===== config.mk =====
export PLATFORM = sky130hd
export DESIGN_NAME = alu_control_stage_flat
export DESIGN_NICKNAME = d
export VERILOG_FILES = /design/src/rtl/alu_control_stage_if.sv /design/src/rtl/alu_control_stage.sv /design/src/flat_wrapper.sv
export SDC_FILE = /design/constraint.sdc
export NUM_CORES = 1
export LEC_CHECK = 0
export BUFFER_PORTS_ARGS = -buffer_cell sky130_fd_sc_hd__buf_2
export CORE_MARGIN = 1
export CORE_UTILIZATION = 35
export CTS_CLUSTER_DIAMETER = 200
export CTS_CLUSTER_SIZE = 12
export DETAILED_ROUTE_END_ITERATION = 16
export PLACE_DENSITY = 0.55
export SLEW_MARGIN = 0
export SYNTH_ARGS = -nofsm -noshare
export SYNTH_HDL_FRONTEND = slang
export SYNTH_SLANG_ARGS = --single-unit

===== constraint.sdc =====
create_clock -name clk -period 2.35 [get_ports clk]
set_input_delay 0.47 -clock clk [delete_from_list [all_inputs] [get_ports clk]]
set_output_delay 0.47 -clock clk [all_outputs]
set_load 0.02 [all_outputs]

===== src/rtl/alu_control_stage_if.sv =====
// rtl/alu_control_stage_if.sv - decode-in / ALU-op-out handshake bundle for alu_control_stage
interface alu_control_stage_if #(
  parameter int OPCODE_W = 11,
  parameter int ALUOP_W  = 2,
  parameter int TAG_W    = 6
);
  logic                in_valid;
  logic                in_ready;
  logic [ALUOP_W-1:0]  alu_op_in;
  logic [OPCODE_W-1:0] opcode_in;
  logic [TAG_W-1:0]    tag_in;
  logic                out_valid;
  logic                out_ready;
  logic [3:0]          op_out;
  logic                illegal_out;
  logic [TAG_W-1:0]    tag_out;

  modport master (
    output in_valid, alu_op_in, opcode_in, tag_in, out_ready,
    input  in_ready, out_valid, op_out, illegal_out, tag_out
  );

  modport slave (
    input  in_valid, alu_op_in, opcode_in, tag_in, out_ready,
    output in_ready, out_valid, op_out, illegal_out, tag_out
  );
endinterface


===== src/rtl/alu_control_stage.sv =====
// rtl/alu_control_stage.sv - registered ALU-control decode with 2-entry skid buffer and illegal-op count
// Optional LSL/LSR R-type decode is enabled by defining ALU_CTRL_SHIFT_EN.
module alu_control_stage #(
  parameter int OPCODE_W = 11,
  parameter int ALUOP_W  = 2,
  parameter int TAG_W    = 6,
  parameter int CNT_W    = 8
) (
  input  logic                clk,
  input  logic                rst_n,
  input  logic                flush,
  input  logic                err_clr,
  output logic [CNT_W-1:0]    err_count,
  alu_control_stage_if.slave  bus
);

  logic [10:0] opc;
  logic [3:0]  dec_op;
  logic        dec_ill;

  logic             out_valid_q, out_valid_d;
  logic [3:0]       op_q, op_d;
  logic             illegal_q, illegal_d;
  logic [TAG_W-1:0] tag_q, tag_d;
  logic             skid_valid_q, skid_valid_d;
  logic [3:0]       skid_op_q, skid_op_d;
  logic             skid_ill_q, skid_ill_d;
  logic [TAG_W-1:0] skid_tag_q, skid_tag_d;
  logic             in_ready_q, in_ready_d;
  logic [CNT_W-1:0] err_count_q, err_count_d;

  logic accept;
  logic out_free;

  assign opc = bus.opcode_in[OPCODE_W-1 -: 11];

  always_comb begin
    dec_op  = 4'b1111;
    dec_ill = 1'b0;
    case (bus.alu_op_in[1:0])
      2'b00: dec_op = 4'b0010;
      2'b01: dec_op = 4'b0111;
      2'b10: begin
        case (opc)
          11'b10001011000: dec_op = 4'b0010;
          11'b11001011000: dec_op = 4'b0110;
          11'b10001010000: dec_op = 4'b0000;
          11'b10101010000: dec_op = 4'b0001;
`ifdef ALU_CTRL_SHIFT_EN
          11'b11010011011: dec_op = 4'b0011;
          11'b11010011010: dec_op = 4'b0100;
`endif
          default:         dec_ill = 1'b1;
        endcase
      end
      default: begin
        // I-type ignores opcode bit 0 (part of the immediate field)
        case (opc[10:1])
          10'b1001000100: dec_op = 4'b0010;
          10'b1101000100: dec_op = 4'b0110;
          10'b1001001000: dec_op = 4'b0000;
          10'b1011001000: dec_op = 4'b0001;
          default:        dec_ill = 1'b1;
        endcase
      end
    endcase
  end

  assign accept   = bus.in_valid & in_ready_q & ~flush;
  assign out_free = ~out_valid_q | bus.out_ready;

  always_comb begin
    out_valid_d  = out_valid_q;
    op_d         = op_q;
    illegal_d    = illegal_q;
    tag_d        = tag_q;
    skid_valid_d = skid_valid_q;
    skid_op_d    = skid_op_q;
    skid_ill_d   = skid_ill_q;
    skid_tag_d   = skid_tag_q;
    if (flush) begin
      out_valid_d  = 1'b0;
      skid_valid_d = 1'b0;
    end else if (out_free) begin
      if (skid_valid_q) begin
        // in_ready is low while skid is full, so no accept can race this move
        out_valid_d  = 1'b1;
        op_d         = skid_op_q;
        illegal_d    = skid_ill_q;
        tag_d        = skid_tag_q;
        skid_valid_d = 1'b0;
      end else if (accept) begin
        out_valid_d = 1'b1;
        op_d        = dec_op;
        illegal_d   = dec_ill;
        tag_d       = bus.tag_in;
      end else begin
        out_valid_d = 1'b0;
      end
    end else if (accept) begin
      skid_valid_d = 1'b1;
      skid_op_d    = dec_op;
      skid_ill_d   = dec_ill;
      skid_tag_d   = bus.tag_in;
    end
    in_ready_d = ~skid_valid_d;
  end

  always_comb begin
    err_count_d = err_count_q;
    if (err_clr) begin
      err_count_d = (accept & dec_ill) ? {{(CNT_W-1){1'b0}}, 1'b1} : '0;
    end else if (accept & dec_ill & ~(&err_count_q)) begin
      err_count_d = err_count_q + 1'b1;
    end
  end

  always_ff @(posedge clk or negedge rst_n) begin
    if (!rst_n) begin
      out_valid_q  <= 1'b0;
      op_q         <= 4'b1111;
      illegal_q    <= 1'b0;
      tag_q        <= '0;
      skid_valid_q <= 1'b0;
      skid_op_q    <= 4'b1111;
      skid_ill_q   <= 1'b0;
      skid_tag_q   <= '0;
      in_ready_q   <= 1'b1;
      err_count_q  <= '0;
    end else begin
      out_valid_q  <= out_valid_d;
      op_q         <= op_d;
      illegal_q    <= illegal_d;
      tag_q        <= tag_d;
      skid_valid_q <= skid_valid_d;
      skid_op_q    <= skid_op_d;
      skid_ill_q   <= skid_ill_d;
      skid_tag_q   <= skid_tag_d;
      in_ready_q   <= in_ready_d;
      err_count_q  <= err_count_d;
    end
  end

  assign bus.in_ready    = in_ready_q;
  assign bus.out_valid   = out_valid_q;
  assign bus.op_out      = op_q;
  assign bus.illegal_out = illegal_q;
  assign bus.tag_out     = tag_q;
  assign err_count       = err_count_q;

endmodule


===== src/flat_wrapper.sv =====
// flat-port wrapper written by rule: the top's interface ports become plain ports
module alu_control_stage_flat 
#(
  parameter int OPCODE_W = 11,
  parameter int ALUOP_W  = 2,
  parameter int TAG_W    = 6,
  parameter int CNT_W    = 8
)
  (clk, rst_n, flush, err_clr, err_count, bus_in_valid, bus_alu_op_in, bus_opcode_in, bus_tag_in, bus_out_ready, bus_in_ready, bus_out_valid, bus_op_out, bus_illegal_out, bus_tag_out);
  alu_control_stage_if #(.OPCODE_W(OPCODE_W), .ALUOP_W(ALUOP_W), .TAG_W(TAG_W)) bus_i ();
  input  logic clk;
  input  logic rst_n;
  input  logic flush;
  input  logic err_clr;
  output logic [CNT_W-1:0] err_count;
  input wire logic [$bits(bus_i.in_valid)-1:0] bus_in_valid;
  input wire logic [$bits(bus_i.alu_op_in)-1:0] bus_alu_op_in;
  input wire logic [$bits(bus_i.opcode_in)-1:0] bus_opcode_in;
  input wire logic [$bits(bus_i.tag_in)-1:0] bus_tag_in;
  input wire logic [$bits(bus_i.out_ready)-1:0] bus_out_ready;
  output wire logic [$bits(bus_i.in_ready)-1:0] bus_in_ready;
  output wire logic [$bits(bus_i.out_valid)-1:0] bus_out_valid;
  output wire logic [$bits(bus_i.op_out)-1:0] bus_op_out;
  output wire logic [$bits(bus_i.illegal_out)-1:0] bus_illegal_out;
  output wire logic [$bits(bus_i.tag_out)-1:0] bus_tag_out;
  assign bus_i.in_valid = bus_in_valid;
  assign bus_i.alu_op_in = bus_alu_op_in;
  assign bus_i.opcode_in = bus_opcode_in;
  assign bus_i.tag_in = bus_tag_in;
  assign bus_i.out_ready = bus_out_ready;
  assign bus_in_ready = bus_i.in_ready;
  assign bus_out_valid = bus_i.out_valid;
  assign bus_op_out = bus_i.op_out;
  assign bus_illegal_out = bus_i.illegal_out;
  assign bus_tag_out = bus_i.tag_out;
  alu_control_stage #(.OPCODE_W(OPCODE_W), .ALUOP_W(ALUOP_W), .TAG_W(TAG_W), .CNT_W(CNT_W)) u_core (.clk(clk), .rst_n(rst_n), .flush(flush), .err_clr(err_clr), .err_count(err_count), .bus(bus_i));
endmodule

==> qor.yml, run 1 <==
outcome:
  outcome: "complete, no violations"
timing:
  finalCriticalPeriod_ns: 1.93
  rsz0062_at_grt: "false"
  worst_pin_slew_ns: 0.727
  drv_slew: 0
  fmax_mhz: 517
  hold_viol_final: 0
  report.final.setup_viol: 0
  slew_headroom_pct: 51.6
  fin_setup_tns_ns: 0
  worst_clock_skew_ns: 0.00325
  finalCritPeriodShare_pct: 82.3
cts:
  cts_tree: "done"
  clockBufferDepth: 2
  cts_made_buffers: 5
  cts_resized: 0
  clockRootBuffer: "clkbuf_8"
  htreeDepth: 2
  clk_pin_slew_worst_paths_ns: 0.07
  post-cts-setup-buffers: 0
  worstSkewPairLatency_ns: 0.28
  cts_sinks: 33
  postCtsHoldBufs: 0
critical_path:
  crit_path_max_fanout: 12
  crit-reg2reg-launch: "u_core.bus.in_ready"
  reg2reg_slack_ns: 0.42
  crit_path_start_kind: "flop"
  crit_start: "u_core.bus.in_ready"
  critPathKind: "flop to flop"
  arrival_ns: 2.14
  endpoint_kind: "flop"
  worst_ep_required_time_ns: 2.56
yosys:
  synth_compound_area_share_pct: 15.1
  synth.area.top_cells: "dfrtp_1 36%, dfstp_2 14%, nand2_1 8.1%"
  synth_most_common_cell: "nand2_1"
  synth_ff_type: "dfrtp_1"
  synth_xor_area_share_pct: 0.528
  netlist_area_mm2: 0.00166
  avgSynthCellArea_um2: 9.43
  yosys_warnings: 0
  muxShareOfSynthArea_pct: 5.51
  synth_edf_count: 0
  yosysSeqAreaShare_pct: 50.5
  synth-simple-area-share_pct: 25.0
  async_flop_share_pct: 100
  synth_top_family_by_area: "simple AND/OR/NAND/NOR gates"
  synth.top_cells.by_count: "36 x nand2_1, 24 x dfrtp_1, 16 x o21ai_1"
  synth_adder_area_share_pct: 0.754
  netlist.area_leader.share_pct: 36.2
  syn_nets: 202
  netlist_instances: 176
  synth_seq_cells: 33
  yosysTopAreaCell: "dfrtp_1"
  ys_types: 41
cells_and_area:
  fin_cells: 278
  diodes: 0
  nNetsFinal: 251
  design_area_mm2: 0.00206
  drive_gt1_share_pct: 31.9
  area_delta_synth_final_pct: 24.1
placed_design:
  dp_hpwl_mm: 2.67
  dp.cells: 270
  place.gp.congestion: 0.830
  portBuffers: 45
  place_area_mm2: 0.00194
power_and_ir_drop:
  powerDensity_mw_per_mm2: 732
  power_frac_clock_pct: 36.6
  p_int_mw: 1.11
  p_seq_share_pct: 47.0
  p_leak_nw: 0.954
  max-vdd-ir-drop_v: 0.000441
  switchingPower_uw: 401
  pwr-share-comb_pct: 16.4
  swShare_pct: 26.6
routing:
  met3_length_um: 114
  drt_iter0_markers: 70
  wl_per_cell_um: 13.3
  wl_met2_mm: 1.74
  vias: 1438
  via_per_inst: 5.17
  post-route-drc-count: 0
  drt-met1-wl_mm: 1.80
  top_layer_used: "met4"
  ant_nets: 0
  wirelength_mm: 3.71
  first_pass_iters: 6
run:
  max_cap_violations: 0
global_route:
  grt_start_max_net_pins: 34
  grt_pass1_wl_mm: 6.56
  grt_overflow: 0
  grt_antenna_before_repair: 0
  grtUsageTotal_pct: 16.5
  grt_pass1_vias: 1436
die:
  fp.dieH_um: 70.9
  ioPinCount: 46
  rows: 24
  start_util_pct: 37.3
  chipWidth_um: 70.9
  dieArea_mm2: 0.00502
  core_mm2: 0.00444
hold_path:
  hp-class: "input pin to asynchronous set/reset pin"
[layout by cell type, fill, tap and decap left out, drive strengths merged, types with 2 or more instances in the layout]
| master | instances |
|---|---|
| inv | 4 |
| nor2 | 10 |
| a21oi | 15 |
| dfstp | 9 |
| nor4b | 2 |
| o21ai | 21 |
| nand3b | 2 |
| nor3b | 3 |
| mux2i | 8 |
| nand4 | 3 |
| clkbuf | 7 |
| nand2b | 2 |
| or3 | 5 |
| buf | 48 |
| dfrtp | 24 |
| nand2 | 36 |
| nand3 | 6 |
[per-layer routing]
layer | up-vias | track usage (%)
met5 | - | 0
met4 | 0 | 5.33
met3 | 7 | 3.42
met2 | 24 | 27.6
met1 | 683 | 21.6
li1 | 724 | -
[final cells by class]
class | count | area (um^2)
fillers | 439 | 2390
repair buffers | 48 | 248
clock inverters | 1 | 30.0
flip-flops and latches | 33 | 837
clock buffers | 7 | 86.3
multi-input cells | 133 | 777
well taps | 52 | 65.1
inverters | 4 | 15.0
[cells by family (layout without fill, tap and decap cells)]
family / after synthesis / in the layout
compound gates: 43 / 43
xor+xnor: 1 / 1
fa+ha+maj: 1 / 1
buf+inv: 10 / 60
flops: 33 / 33
mux: 9 / 9
simple gates: 79 / 79
[worst paths after layout]
kind	to	depth (start not counted)
worst max register to register	u_core.err_count[6]	5
worst min-delay path	u_core.err_count[2]	1
min in group clk	u_core.skid_tag_q[1]	3
max in group asynchronous	u_core.skid_tag_q[1]	1
worst max-delay path	u_core.err_count[6]	5
worst min register to register	u_core.skid_op_q[0]	2
[worst max-delay path, cell delays in order, from the launching register on]
cell      delay [ns]
dfstp_2         0.55
nand3b_1        0.15
a41oi_2         0.25
nand4_2         0.29
or4_1           0.47
a21oi_1         0.15
[power by group through the flow]
stage / registers (mW) / clock network [mW] / logic (mW)
finish: 0.709 / 0.552 / 0.248
global route: 0.720 / 0.588 / 0.282
CTS: 0.709 / 0.570 / 0.253
detailed placement: 0.718 / 0 / 0.252
global placement: 0.718 / 0 / 0.248
floorplan: 0.757 / 0 / 0.109
[state kept, by name (all words and copies together), names as in the netlist]
| signal | count |
|---|---|
| u_core.skid_valid_q | 1 |
| u_core.skid_tag_q | 6 |
| u_core.skid_op_q | 4 |
| u_core.bus.illegal_out | 1 |
| u_core.bus.in_ready | 1 |
| u_core.skid_ill_q | 1 |
| u_core.bus.out_valid | 1 |
| u_core.bus.tag_out | 6 |
| u_core.err_count | 8 |
| u_core.bus.op_out | 4 |
[metrics by stage]
step           setup WS, ns  power, mW  hold WS, ns  util [%]
2_1_floorplan         0.582      0.865        0.174         -
3_3_place_gp          0.256      0.966        0.457      43.7
3_5_place_dp          0.271      0.970        0.456      43.7
4_1_cts               0.394       1.53        0.269      46.3
5_1_grt               0.244       1.59        0.300      46.3
6_report              0.417       1.51        0.236      46.3
Note: power is estimated with default switching activity, not from simulation.
==> inputs of run 2 (changes only) <==
Clock period 2.35 ns to 1.9 ns, I/O delays scaled along.
==> qor.yml, run 2 (synthesized netlist as in run 1, its figures left out) <==
outcome:
  outcome: "complete, no violations"  # unchanged
routing:
  wl_per_cell_um: 13.5  # was 13.3 um
  via_per_inst: 5.13  # was 5.17
  drt_iter0_markers: 53  # was 70
  wirelength_mm: 4.04  # was 3.71 mm
  post-route-drc-count: 0  # unchanged
  vias: 1530  # was 1438
  ant_nets: 0  # unchanged
  first_pass_iters: 6  # unchanged
cells_and_area:
  nFillCells: 462  # was 439
  mostFrequentLayoutCell: "buf_2"  # unchanged
  design_area_mm2: 0.00220  # was 0.00206 mm^2
  drive_gt1_share_pct: 37.8  # was 31.9%
  final_cell_mix: "45 x buf_2, 36 x nand2_1, 24 x dfrtp_1"  # unchanged
  largest_reg_flops: 8  # unchanged
  nNetsFinal: 271  # was 251
  diodes: 0  # unchanged
  area_delta_synth_final_pct: 32.6  # was 24.1%
critical_path:
  rr_worst_depth: 5  # unchanged
  path_cells: "nand3b_1 -> a41oi_2 -> nand4_4 -> or4_1 -> a21oi_1"  # was nand3b_1 -> a41oi_2 -> nand4_2 -> or4_1 -> a21oi_1
  worstPathBufferInverterCount: 0  # unchanged
  crit_path_max_fanout: 12  # unchanged
  worst_ep_required_time_ns: 2.12  # was 2.56 ns
  critPathTopFamily: "simple AND/OR/NAND/NOR gates"  # unchanged
  critPathKind: "flop to flop"  # unchanged
  crit_cells: 5  # unchanged
  crit_slowest_cell: "dfstp_2"  # unchanged
  arrival_ns: 2.04  # was 2.14 ns
  critPathMaxStageDelay_ns: 0.55  # about the same
  endpoint_kind: "flop"  # unchanged
  crit_path_start_kind: "flop"  # unchanged
global_route:
  grt_overflow: 0  # unchanged
  grt_start_max_net_pins: 19  # was 34
  grt_pass1_wl_mm: 6.84  # was 6.56 mm
  grt_antenna_before_repair: 0  # unchanged
  grtUsageTotal_pct: 17.7  # was 16.5%
  grt_pass1_vias: 1513  # was 1436
timing:
  finalCriticalPeriod_ns: 1.82  # was 1.93 ns
  hold_viol_final: 0  # unchanged
  fin_ws_ns: 0.0806  # was 0.417 ns
  worst_pin_slew_ns: 0.450  # was 0.727 ns
  drv_slew: 0  # unchanged
  report.final.setup_viol: 0  # unchanged
  slew_headroom_pct: 70.0  # was 51.6%
  worst_clock_skew_ns: 0.00446  # was 0.00325 ns
  finalCritPeriodShare_pct: 95.8  # was 82.3%
  fmax_mhz: 550  # was 517 MHz
power_and_ir_drop:
  p_seq_share_pct: 50.4  # was 47.0%
  max-vdd-ir-drop_v: 0.000418  # was 0.000441 V
  swShare_pct: 29.8  # was 26.6%
  switchingPower_uw: 515  # was 401 uW
  pwr-share-comb_pct: 19.6  # was 16.4%
  power_frac_clock_pct: 30.0  # was 36.6%
  p_leak_nw: 1.04  # was 0.954 nW
  p_int_mw: 1.21  # was 1.11 mW
  powerDensity_mw_per_mm2: 787  # was 732 mW/mm^2
die:
  rows: 24  # unchanged
  start_util_pct: 37.3  # unchanged
  dieArea_mm2: 0.00502  # unchanged
  chipWidth_um: 70.9  # unchanged
  ioPinCount: 46  # unchanged
  core_mm2: 0.00444  # unchanged
  fp.dieH_um: 70.9  # unchanged
run:
  max_cap_violations: 0  # unchanged
placed_design:
  dp_slack_ns: -0.0186  # was 0.271 ns
  place.gp.congestion: 0.781  # was 0.830
  dp_hpwl_mm: 2.95  # was 2.67 mm
  place_area_mm2: 0.00209  # was 0.00194 mm^2
  portBuffers: 45  # unchanged
cts:
  cts_sinks: 33  # unchanged
  clockBufferDepth: 2  # unchanged
  worstSkewPairLatency_ns: 0.29  # was 0.28 ns
  cts_made_buffers: 5  # unchanged
  clk_pin_slew_worst_paths_ns: 0.07  # about the same
  clockRootBuffer: "clkbuf_8"  # unchanged
  cts_tree: "done"  # unchanged
  postCtsHoldBufs: 0  # unchanged
  htreeDepth: 2  # unchanged
hold_path:
  hp-class: "input pin to asynchronous set/reset pin"  # unchanged
run 2: cell count changes in the layout (fill, tap and decap cells not counted), sizes merged:
| cell | change |
|---|---|
| bufinv | -1 |
| buf | +20 |
| clkinvlp | +1 |
| clkbuf | -2 |
| clkinv | +2 |
run 2: power groups by stage:
stage               Clock, mW  Sequential (mW)  Combinational [mW]
floorplan                   0            0.936               0.134
global placement            0            0.883               0.333
detailed placement          0            0.885               0.338
CTS                     0.541            0.873               0.342
global route            0.582            0.887               0.379
finish                  0.519            0.872               0.339
run 2: through the flow:
stage	hold WS, ns	utilization [%]	TNS [ns]	std cells	power [mW]
after CTS	0.0268	49.2	0	296	1.75
after detailed placement	0.344	47.0	-0.0186	288	1.22
final	0.0313	49.5	0	298	1.73
after floorplan	0.0844	-	0	176	1.07
after global placement	0.344	47.0	-0.00926	288	1.22
after global routing	0.0518	49.5	-0.000214	298	1.85
run 2: worst reg2reg max path, cell delays in order, from the launching register on:
cell	delay, ns
dfstp_2	0.55
nand3b_1	0.14
a41oi_2	0.27
nand4_4	0.20
or4_1	0.44
a21oi_1	0.15
run 2: layout make-up:
type / instances / area (um^2) / share of cell area (%)
Tap cell: 52 / 65.1 / 2.96
Timing Repair Buffer: 68 / 410 / 18.7
Multi-Input combinational cell: 133 / 786 / 35.7
Inverter: 4 / 15.0 / 0.683
Clock inverter: 3 / 17.5 / 0.796
Clock buffer: 5 / 68.8 / 3.13
Sequential cell: 33 / 837 / 38.1
run 2: final timing paths:
path / endpoint / slack, ns / from
setup reg to reg: u_core.err_count[6] / 0.08 / u_core.bus.in_ready
min in group clk: u_core.skid_tag_q[4] / 0.30 / bus_tag_in[4]
max in group asynchronous: u_core.bus.op_out[2] / 1.35 / rst_n
hold reg to reg: u_core.skid_op_q[3] / 0.46 / u_core.skid_op_q[3]
setup / recovery: u_core.err_count[6] / 0.08 / u_core.bus.in_ready
hold / removal: u_core.err_count[1] / 0.03 / rst_n
run 2: layer usage:
layer	GRT usage [%]	routed length [um]	up-vias
met5	0	0	-
met3	4.84	149	7
met1	21.8	1920	735
met2	29.8	1920	28
li1	-	-	760
met4	6.22	44	0
run 2: repair_timing:
item | in CTS | in global routing
pin swaps | 0 | 1
gates resized for setup | 1 | 0
setup buffers | 0 | 2
endpoints found under the setup margin | 1 | 1
==> inputs of run 3 (changes only) <==
Settings changed: BUFFER_PORTS_ARGS -buffer_cell sky130_fd_sc_hd__buf_2 to default, DONT_BUFFER_PORTS from default to 1, PLACE_DENSITY 0.55 to 0.47.
==> qor.yml, run 3 (synthesized netlist as in run 1, its figures left out) <==
critical_path:
  critPathKind: "flop to flop"  # unchanged
  worst_ep_required_time_ns: 2.11  # was 2.12 ns
  crit_path_max_fanout: 6  # was 12
  endpoint_kind: "flop"  # unchanged
  crit_path_start_kind: "flop"  # unchanged
  crit_start: "u_core.bus.in_ready"  # unchanged
  arrival_ns: 2.02  # was 2.04 ns
  crit-reg2reg-launch: "u_core.bus.in_ready"  # unchanged
  rr_worst_depth: 5  # unchanged
  reg2reg_slack_ns: 0.09  # was 0.08 ns
  timing.rr.end: "u_core.err_count[6]"  # unchanged
hold_path:
  hold_path_end: "u_core.err_count[6]"
  hold_start: "err_clr"
  hp-class: "input pin to flop"  # was input pin to asynchronous set/reset pin
  hold_depth: 1
placed_design:
  portBuffers: 0  # was 45
  place_area_mm2: 0.00181  # was 0.00209 mm^2
  dp_hpwl_mm: 2.78  # was 2.95 mm
  place.gp.congestion: 0.809  # was 0.781
die:
  chipWidth_um: 70.9  # unchanged
  fp.dieH_um: 70.9  # unchanged
  ioPinCount: 46  # unchanged
  core_mm2: 0.00444  # unchanged
  dieArea_mm2: 0.00502  # unchanged
  start_util_pct: 37.3  # unchanged
  rows: 24  # unchanged
global_route:
  grt_antenna_before_repair: 0  # unchanged
  grt_start_max_net_pins: 34  # was 19
  grt_pass1_vias: 1401  # was 1513
  grt_pass1_wl_mm: 6.35  # was 6.84 mm
  grtUsageTotal_pct: 16.5  # was 17.7%
  use_met1_pct: 19.5  # was 21.8%
  grt_overflow: 0  # unchanged
  met2_usage_pct: 28.6  # was 29.8%
  met3_usage_pct: 5.70  # was 4.84%
  grt-busiest-layer: "met2"  # unchanged
timing:
  finalCritPeriodShare_pct: 95.4  # was 95.8%
  hold_viol_final: 0  # unchanged
  worst_clock_skew_ns: 0.00507  # was 0.00446 ns
  finalCriticalPeriod_ns: 1.81  # was 1.82 ns
  worst_pin_slew_ns: 0.474  # was 0.450 ns
  slew_headroom_pct: 68.0  # was 70.0%
  report.final.setup_viol: 0  # unchanged
  holdWs_ns: 0.150  # was 0.0313 ns
  drv_slew: 0  # unchanged
  fmax_mhz: 552  # was 550 MHz
power_and_ir_drop:
  p_int_mw: 1.21  # about the same
  p_seq_share_pct: 55.4  # was 50.4%
  switchingPower_uw: 465  # was 515 uW
  max-vdd-ir-drop_v: 0.000318  # was 0.000418 V
  power_frac_clock_pct: 32.3  # was 30.0%
  pwr-share-comb_pct: 12.3  # was 19.6%
  swShare_pct: 27.7  # was 29.8%
  p_leak_nw: 0.855  # was 1.04 nW
  powerDensity_mw_per_mm2: 839  # was 787 mW/mm^2
cts:
  clockBufferDepth: 2  # unchanged
  clk_pin_slew_worst_paths_ns: 0.07  # about the same
  htreeDepth: 2  # unchanged
  cts_tree: "done"  # unchanged
  worstSkewPairLatency_ns: 0.28  # was 0.29 ns
  cts_made_buffers: 5  # unchanged
  cts_sinks: 33  # unchanged
  clockRootBuffer: "clkbuf_8"  # unchanged
routing:
  vias: 1385  # was 1530
  wl_per_cell_um: 15.6  # was 13.5 um
  drt_iter0_markers: 71  # was 53
  post-route-drc-count: 4  # was 0
  first_pass_iters: 10  # was 6
  ant_nets: 0  # unchanged
  wirelength_mm: 3.96  # was 4.04 mm
  via_per_inst: 5.47  # was 5.13
cells_and_area:
  regArea_um2: 837  # unchanged
  nFillCells: 437  # was 462
  mostFrequentLayoutCell: "nand2_1"  # was buf_2
  largest_reg_flops: 8  # unchanged
  final_cell_mix: "36 x nand2_1, 24 x dfrtp_1, 20 x buf_4"  # was 45 x buf_2, 36 x nand2_1, 24 x dfrtp_1
  design_area_mm2: 0.00200  # was 0.00220 mm^2
  multiInputGateArea_um2: 813  # was 786 um^2
  nNetsFinal: 226  # was 271
  area_delta_synth_final_pct: 20.6  # was 32.6%
  drive_gt1_share_pct: 22.9  # was 37.8%
  diodes: 0  # unchanged
run:
  max_cap_violations: 0  # unchanged
outcome:
  outcome: "finished with violations"  # was complete, no violations
  violations: "DRC"
## run 3: changes by cell type in the layout (fill, tap and decap cells not counted)
| cell | delta |
|---|---|
| buf_2 | -45 |
| buf_4 | -2 |
| clkbuf_1 | +2 |
| clkinv_2 | -2 |
| a21oi_1 | -1 |
| a21oi_2 | +1 |
| a41oi_2 | -1 |
| a41oi_4 | +1 |
| clkbuf_8 | +1 |
| clkinvlp_4 | -1 |
| dlygate4sd3_1 | +1 |
| nand4_2 | +1 |
## run 3: area by class of cell
class / count / share of cell area [%]
flip-flops and latches: 33 / 41.8
multi-input cells: 134 / 40.7
repair buffers: 22 / 9.01
clock buffers: 8 / 4.50
well taps: 52 / 3.25
inverters: 4 / 0.750
## run 3: worst max path at each step
| stage | end | slack [ns] | cells after the start |
|---|---|---|---|
| after CTS | u_core.err_count[6] | 0.05 | 5 |
| after detailed placement | u_core.err_count[6] | 0.004 | 5 |
| after global routing | u_core.err_count[6] | -0.02 | 6 |
| after floorplan | u_core.err_count[7] | 0.13 | 6 |
| after global placement | u_core.err_count[6] | 0.08 | 5 |
| final | u_core.err_count[6] | 0.09 | 5 |
## run 3: layer usage
layer,routed length [um],part of all wire (%)
met5,0,0
met3,258,6.5
met4,26,0.66
met1,1720,43
met2,1950,49
## run 3: worst max-delay path: stages (launching register included)
cell,delay (ns)
dfstp_2,0.53
nand3b_1,0.16
a41oi_4,0.30
nand4_4,0.16
or4_1,0.45
a21oi_2,0.15
## run 3: timing repair
item | 4_1_cts | 5_1_grt
resized for setup | 1 | 2
buffers inserted | 0 | 4
hold endpoints to repair | 33 | 0
hold buffers | 2 | 0
pin swaps | 0 | 2
cloned | 0 | 1
endpoints found under the setup margin | 1 | 1
## run 3: power by group through the flow
stage | sequential (mW) | clock (mW) | combinational, mW
2_1_floorplan | 0.936 | 0 | 0.134
3_3_place_gp | 0.938 | 0 | 0.174
3_5_place_dp | 0.943 | 0 | 0.179
4_1_cts | 0.931 | 0.559 | 0.202
5_1_grt | 0.943 | 0.591 | 0.242
6_report | 0.930 | 0.542 | 0.206
## run 3: per-stage QoR
stage / util [%] / instances / TNS (ns) / power, mW / setup slack [ns]
after global placement: 40.8 / 238 / 0 / 1.11 / 0.0770
after global routing: 45.0 / 253 / -0.0177 / 1.78 / -0.0177
after detailed placement: 40.8 / 238 / 0 / 1.12 / 0.00421
final: 45.0 / 253 / 0 / 1.68 / 0.0869
after floorplan: - / 176 / 0 / 1.07 / 0.132
after CTS: 43.7 / 248 / 0 / 1.69 / 0.0534
